`src/rtl/seq_bin2bcd_pkg.sv`:
```
// Shared constants for the iterative double-dabble binary-to-BCD converter:
// FSM state encoding and the per-digit adjust rule.
package seq_bin2bcd_pkg;

    localparam logic [1:0] ST_IDLE = 2'd0;
    localparam logic [1:0] ST_CONV = 2'd1;
    localparam logic [1:0] ST_DONE = 2'd2;

    localparam logic [3:0] ADJ_THRESH = 4'd5;
    localparam logic [3:0] ADJ_OFFSET = 4'd3;

    // Valid BCD digits 0..9 map to at most 12, so the add never leaves the nibble.
    function automatic logic [3:0] dabble_adj(input logic [3:0] nib);
        return (nib >= ADJ_THRESH) ? (nib + ADJ_OFFSET) : nib;
    endfunction

endpackage

```
`src/rtl/seq_bin2bcd_digit_adj.sv`:
```
// Single-digit double-dabble correction: add 3 when the nibble is 5 or more.
module bcd_digit_adj
    import seq_bin2bcd_pkg::*;
(
    input  logic [3:0] nib_i,
    output logic [3:0] nib_o
);

    assign nib_o = dabble_adj(nib_i);

endmodule

```
`src/rtl/seq_bin2bcd.sv`:
```
// Iterative binary-to-packed-BCD converter, one bit per clock, held output.
// Optional two's-complement input handling under SEQ_BIN2BCD_SIGNED_EN.
module seq_bin2bcd
    import seq_bin2bcd_pkg::*;
#(
    parameter int WIDTH  = 16,
    parameter int DIGITS = 5
) (
    input  logic                  clk,
    input  logic                  rst_n,
    input  logic                  start,
    input  logic [WIDTH-1:0]      binary,
    output logic                  busy,
    output logic                  done,
    output logic [4*DIGITS-1:0]   bcd,
    output logic                  neg
);

    localparam int BW = 4 * DIGITS;
    localparam int SW = BW + WIDTH;
    localparam int CW = $clog2(WIDTH + 1);

    logic [1:0]       state_q, state_d;
    logic [CW-1:0]    cnt_q,   cnt_d;
    logic [SW-1:0]    sh_q,    sh_d;
    logic [BW-1:0]    bcd_q,   bcd_d;
    logic             done_q,  done_d;
    logic [BW-1:0]    bcd_adj;
    logic [WIDTH-1:0] mag;

    for (genvar g = 0; g < DIGITS; g++) begin : g_adj
        bcd_digit_adj u_adj (
            .nib_i (sh_q[WIDTH + 4*g +: 4]),
            .nib_o (bcd_adj[4*g +: 4])
        );
    end

`ifdef SEQ_BIN2BCD_SIGNED_EN
    logic sgn_q, neg_q;

    assign mag = binary[WIDTH-1] ? (-binary) : binary;

    always_ff @(posedge clk or negedge rst_n) begin
        if (!rst_n) begin
            sgn_q <= 1'b0;
            neg_q <= 1'b0;
        end else begin
            if (state_q == ST_IDLE && start) sgn_q <= binary[WIDTH-1];
            if (state_q == ST_DONE)          neg_q <= sgn_q;
        end
    end

    assign neg = neg_q;
`else
    assign mag = binary;
    assign neg = 1'b0;
`endif

    always_comb begin
        state_d = state_q;
        cnt_d   = cnt_q;
        sh_d    = sh_q;
        bcd_d   = bcd_q;
        done_d  = 1'b0;
        case (state_q)
            ST_IDLE: begin
                if (start) begin
                    sh_d    = {{BW{1'b0}}, mag};
                    cnt_d   = '0;
                    state_d = ST_CONV;
                end
            end
            ST_CONV: begin
                sh_d  = {bcd_adj, sh_q[WIDTH-1:0]} << 1;
                cnt_d = cnt_q + CW'(1);
                if (cnt_q == CW'(WIDTH - 1)) state_d = ST_DONE;
            end
            ST_DONE: begin
                bcd_d   = sh_q[SW-1:WIDTH];
                done_d  = 1'b1;
                state_d = ST_IDLE;
            end
            default: state_d = ST_IDLE;
        endcase
    end

    always_ff @(posedge clk or negedge rst_n) begin
        if (!rst_n) begin
            state_q <= ST_IDLE;
            cnt_q   <= '0;
            sh_q    <= '0;
            bcd_q   <= '0;
            done_q  <= 1'b0;
        end else begin
            state_q <= state_d;
            cnt_q   <= cnt_d;
            sh_q    <= sh_d;
            bcd_q   <= bcd_d;
            done_q  <= done_d;
        end
    end

    // The done cycle still counts as busy so busy spans the whole latency;
    // a new start is already accepted in that cycle since state is IDLE.
    assign busy = (state_q != ST_IDLE) || done_q;
    assign done = done_q;
    assign bcd  = bcd_q;

endmodule

```
`config.mk`:
```
export PLATFORM = sky130hd
export DESIGN_NAME = seq_bin2bcd
export DESIGN_NICKNAME = d
export VERILOG_FILES = /design/src/rtl/seq_bin2bcd_pkg.sv /design/src/rtl/seq_bin2bcd_digit_adj.sv /design/src/rtl/seq_bin2bcd.sv
export SDC_FILE = /design/constraint.sdc
export NUM_CORES = 1
export LEC_CHECK = 0
export BUFFER_PORTS_ARGS = -buffer_cell sky130_fd_sc_hd__buf_4
export CORE_MARGIN = 10
export CORE_UTILIZATION = 50
export CTS_BUF_LIST = sky130_fd_sc_hd__clkbuf_8
export DETAILED_ROUTE_END_ITERATION = 10
export PLACE_DENSITY = 0.74
export REMOVE_ABC_BUFFERS = 1
export SLEW_MARGIN = 15
export SYNTH_ARGS = -nofsm -noshare
export SYNTH_HDL_FRONTEND = slang
export SYNTH_SLANG_ARGS = --single-unit
```
`constraint.sdc`:
```
create_clock -name clk -period 1.3 [get_ports clk]
set_input_delay 0.26 -clock clk [delete_from_list [all_inputs] [get_ports clk]]
set_output_delay 0.26 -clock clk [all_outputs]
set_load 0.005 [all_outputs]
```
After elaboration in Yosys (flattened, before gate mapping)
Cells that the tools add are included.
{"block": "op_classes", "add_sub_neg": 6, "magnitude_cmp": 5, "eq_ne": 5, "muxes": 13, "n_reduce_logical": 6}
{"op": "36-bit one-hot mux with 2 select lines", "count": 1}
{"op": "36-bit two-way mux", "count": 1}
{"op": "4-bit by 3-bit >= comparator with 1-bit output, second input constant", "count": 5}
{"op": "4-bit by 2-bit adder with 4-bit output, second input constant", "count": 4}
{"op": "4-bit two-way mux", "count": 4}
{"op": "5-bit one-hot mux with 2 select lines", "count": 1}
{"op": "5-bit by 1-bit adder with 5-bit output, second input constant", "count": 1}
{"op": "5-bit by 4-bit equality test with 1-bit output, second input constant", "count": 1}
{"op": "5-bit two-way mux", "count": 1}
{"op": "2-bit two-way mux", "count": 2}
{"op": "2-bit != test, second input constant", "count": 2}
{"op": "2-bit one-hot mux with 2 select lines", "count": 1}
{"op": "2-bit AND reduction", "count": 2}
{"op": "2-bit nonzero test", "count": 2}
{"op": "3-bit by 2-bit adder with 3-bit output, second input constant", "count": 1}
{"op": "3-bit two-way mux", "count": 1}
{"op": "2-bit by 1-bit equality test with 1-bit output, second input constant", "count": 1}
{"op": "2-bit equality test, second input constant", "count": 1}
{"op": "2-bit zero test", "count": 1}
{"op": "1-bit logical OR", "count": 1}
{"op": "1-bit two-way mux", "count": 1}
{"block": "totals", "reg_bits": 64, "input_bits": 19, "output_inout_bits": 23, "wordCells": 40}

Logic depth before layout (Yosys ltp)
{"block": "logic_depth", "ltp_word": 3, "ltp_mapped": 5, "mapped_depth_nobuf": 5}

Modules after synthesis
Synthesis repeated with hierarchy kept, for this count alone.
{"block": "hier_totals", "hier_cells": 273, "hier_area_um2": 3017.9}
{"mod": "seq_bin2bcd", "instances": 1, "cells_each": 193, "area_each_um2": 2511.2, "seq_area_each_um2": 1601.5}
{"mod": "bcd_digit_adj", "instances": 5, "cells_each": 16, "area_each_um2": 101.3, "seq_area_each_um2": 0.0}

Least setup slack after synthesis
Ideal clock, no wire load.
{"block": "synth_path", "path_type": "reg2reg", "from": "reg sh_q[24]", "to": "reg sh_q[26]", "setup_ns": 0.104, "t_arrival_ns": 1.195, "t_required_ns": 1.196, "path_slack_ns": 0.001, "path_stages_with_launch": 6, "n_path_buf": 0, "period_less_slack_ns": 1.299, "path_cell_list": "dfrtp_1 inv_1 ha_1 nor2b_1 o21a_1 o311ai_1"}
{"block": "synth_between", "elab_chain_len": 3, "elab_cells_between_ends": 4, "classes_between": "add/sub (1); order compare (1); mux (2)"}
{"element": "start, declared", "line": "seq_bin2bcd.sv:25", "rtl": "logic [SW-1:0] sh_q, sh_d;"}
{"element": "start signal, assigned", "line": "seq_bin2bcd.sv:91", "rtl": "sh_q <= '0;"}
{"element": "start signal, assigned", "line": "seq_bin2bcd.sv:97", "rtl": "sh_q <= sh_d;"}
{"element": "4-bit by 2-bit adder with 4-bit output / 4-bit by 3-bit >= comparator with 1-bit output (equally long branches)", "line": "seq_bin2bcd_pkg.sv:14", "rtl": "return (nib >= ADJ_THRESH) ? (nib + ADJ_OFFSET) : nib;"}
{"element": "4-bit two-way mux *", "line": "seq_bin2bcd_pkg.sv:14"}
{"element": "36-bit one-hot mux with 2 select lines *", "line": "seq_bin2bcd.sv:65", "rtl": "case (state_q)"}
Every way passes the cells marked *; elsewhere a longest branch is shown, timed or not.
A chain may end at the register's enable or synchronous reset.

Worst setup path after layout
{"block": "layout_path", "from": "reg state_q[1]", "to": "reg sh_q[21]"}
{"block": "layout_between", "elab_chain_len": 3, "elab_cells_between_ends": 6, "classes_between": "eq/ne (2); mux (1); reduce/logical (3)"}
{"element": "start, declared", "line": "seq_bin2bcd.sv:23", "rtl": "logic [1:0] state_q, state_d;"}
{"element": "start signal, assigned", "line": "seq_bin2bcd.sv:95", "rtl": "state_q <= state_d;"}
{"element": "2-bit by 1-bit equality test with 1-bit output / 2-bit zero test (equally long branches)", "line": "seq_bin2bcd.sv:65"}
{"element": "2-bit nonzero test (no source line) / 2-bit != test (equally long branches)"}
{"element": "2-bit AND reduction (no source line)"}
Parallel ways exist; a longest one is shown, timed or not.

==> results.cfg <==
[setup_path]
path_cells = buf_4, buf_12, nor2b_4, buf_12, nand2_1, o221ai_1
path_buf_inv = 3
reg2reg_depth = 6
cp_num_cells = 6
r2r-start = state_q[1]$_DFFE_PN0P_
endpoint_kind = flop
startpoint = state_q[1]$_DFFE_PN0P_
cp_slowest_cell = dfrtp_1
rrSetupSlack_ns = -0.32
critPathMaxFanout = 13
worst_ep_arrival_time_ns = 1.84
cp_common_cell = buf_12
critPathLaunchType = flop
critPathMaxStageDelay_ns = 0.38
required_ns = 1.52
path_class = reg2reg
cp_top_family = buffers and inverters
crit_end = sh_q[21]$_DFFE_PN0P_
r2r-end = sh_q[21]$_DFFE_PN0P_

[floorplanning]
io_pins = 42
die_w_um = 98.8
dieArea_sq_um = 9760
start_util_pct = 52.1
rows = 28
die_y_um = 98.8
fp.coreArea_sq_um = 5960

[placement]
numPortBuffers = 40
place.gp.congestion = 0.889
dp.final_hpwl_um = 5120

[logic_synthesis]
async_flop_share_pct = 100
ys_seq_area_share_pct = 51.6
synth_edf_count = 0
yosys_most_used_dff = dfrtp_1
yosys-top-cells-count = dfrtp_1, nand2_1, o21ai_0
ys_warn_count = 0
yosysMostFrequentCell = dfrtp_1
synthCells = 290
ys_types = 39
yosys.area.top_type = dfrtp_1
synthTopCellsByArea = dfrtp_1, nand2_1, o21ai_0
ys_seq_elements = 64
synth_area_per_cell_sq_um = 10.7
synth_area_sq_um = 3100
yosysTopAreaCellShare_pct = 51.6

[timing]
rsz0062_at_grt = yes
clock_skew_ns = 0.0130
fin_crit_sh_pct = 125
finalCriticalPeriod_ns = 1.62
final_hold_viol_count = 0
max_freq_mhz = 616
setup_tns_ns = -2.92
fin_ws_ns = -0.323
slew_violations = 0
setup_violations = 41
worst_hold_slack_ns = 0.164

[worst_hold_path]
hp-class = in2reg

[route]
dr_total_vias = 2921
drtIter0Drc = 222
ant_nets = 0
avgViaCountPerCell = 6.06
wl_um = 10600
wl_per_cell_um = 22.0
drcViolationCount = 0
drt_first_pass_iters = 5

[global_routing]
antenna_found_initial = 0
grt_max_degree = 42
grt_overflow = 0
grt_pass1_vias = 2659
grt_pass1_wl_um = 12400
grt.total_usage_pct = 15.2

[pwr]
powerDensity_nw_per_um2 = 2480
vdd.ir_drop.worst_uv = 1350
power_mw = 11.8
total_leakage_power_nw = 2.23

[cts]
cts-root-buf = clkbuf_8
clk_pin_slew_ns = 0.08
cts_buffers = 9
clk-insertion-delay-late_ns = 0.35
cts_max_level = 3
cts_tree = built
clockBufferDepth = 2
clock_sinks = 64

[layout]
nFillCells = 326
diodes = 0
final_nets = 434
layout-drive-gt1-share_pct = 50.6
syn_to_final_growth_pct = 52.9

[outcome]
status = finished with violations
violations = negative setup slack

[flow_run]
max_cap_violations = 0
routing by layer:
metal | global-route usage, % | vias to the layer above | wire length, um
li1 | - | 1278 | -
met1 | 17.4 | 1464 | 4010
met2 | 26.1 | 130 | 5530
met3 | 3.42 | 49 | 626
met4 | 7.17 | 0 | 423
met5 | 0 | - | 0
area by class of cell:
cell class                      instances  area (sq um)  share of cell area (%)
Sequential cell                        64          1600                    33.8
Multi-Input combinational cell        184          1580                    33.4
Timing Repair Buffer                  121          1170                    24.7
Clock buffer                           12           165                    3.48
Tap cell                               75          93.8                    1.98
Inverter                               23          86.3                    1.82
Clock inverter                          3          40.0                   0.844
registers in the layout, indices dropped and copies added, names as in the netlist:
register and flops:
sh_q 36, done 1, cnt_q 5, state_q 2, bcd 20
where the power goes:
| part | internal [mW] | switching [mW] |
|---|---|---|
| Combinational | 3.51 | 3.17 |
| Sequential | 2.68 | 0.586 |
| Clock | 1.03 | 0.792 |
| Total | 7.22 | 4.55 |
stage by stage:
step	worst slack, ns	utilization (%)	instances	area [sq um]
finish	-0.323	79.6	482	4740
CTS	-0.197	71.1	458	4240
global route	-0.292	79.6	482	4740
global placement	-0.00162	62.7	427	3740
floorplan	-0.442	-	271	2950
detailed placement	-0.156	62.7	427	3740
how the worst min path moves through the flow:
stage | cells after the start | slack, ns | start | endpoint
after global routing | 2 | 0.17 | binary[0] | sh_q[0]$_DFFE_PN0P_
after floorplan | 0 | -0.04 | rst_n | bcd[0]$_DFFE_PN0P_
after CTS | 2 | 0.17 | binary[0] | sh_q[0]$_DFFE_PN0P_
after global placement | 1 | 0.16 | rst_n | bcd[13]$_DFFE_PN0P_
final | 2 | 0.16 | binary[0] | sh_q[0]$_DFFE_PN0P_
after detailed placement | 1 | 0.16 | rst_n | sh_q[30]$_DFFE_PN0P_
repair_timing:
item	in CTS	in global routing
buffers inserted	15	15
endpoints found under the hold margin	16	0
setup endpoints to repair	16	44
resized for setup	45	76
hold buffers	1	0
pin swaps	11	22
cloned	0	9
cells by family after synthesis:
family / count (synthesis) / synth area share, %
xor gates and xnor gates: 4 / 1.13
other: 1 / 0.121
adders and majority gates: 12 / 4.84
DFF: 64 / 51.6
and+or+nand+nor: 62 / 9.03
buffers and inverters: 42 / 7.82
AOI/OAI and AO/OA: 104 / 25.1
muxes: 1 / 0.363
worst register-to-register path, delay by kind of cell, from the launching register on:
kind / cells / cell delay, ns
DFF: 1 / 0.38
AOI/OAI and AO/OA: 1 / 0.32
and+or+nand+nor: 2 / 0.33
buffers and inverters: 3 / 0.48
layout by cell type (no fill, tap or decap), drive strengths merged, types with 2 or more instances in the layout:
cell type  Yosys  final
nor2b          7      7
o31ai          5      5
a22o           2      2
dfrtp         64     64
o311ai         5      5
o221ai         5      5
o2111ai       10     10
o32ai          4      4
o21a           5      5
clkbuf         2     18
xnor2          4      4
buf           17    114
o21ai         42     42
nand2         47     47
a22oi         15     15
ha            12     12
inv           23     23
clkinv         0      2
nand2b         2      2
a32o           6      6
No activity file was read; power rests on OpenSTA's default activity.
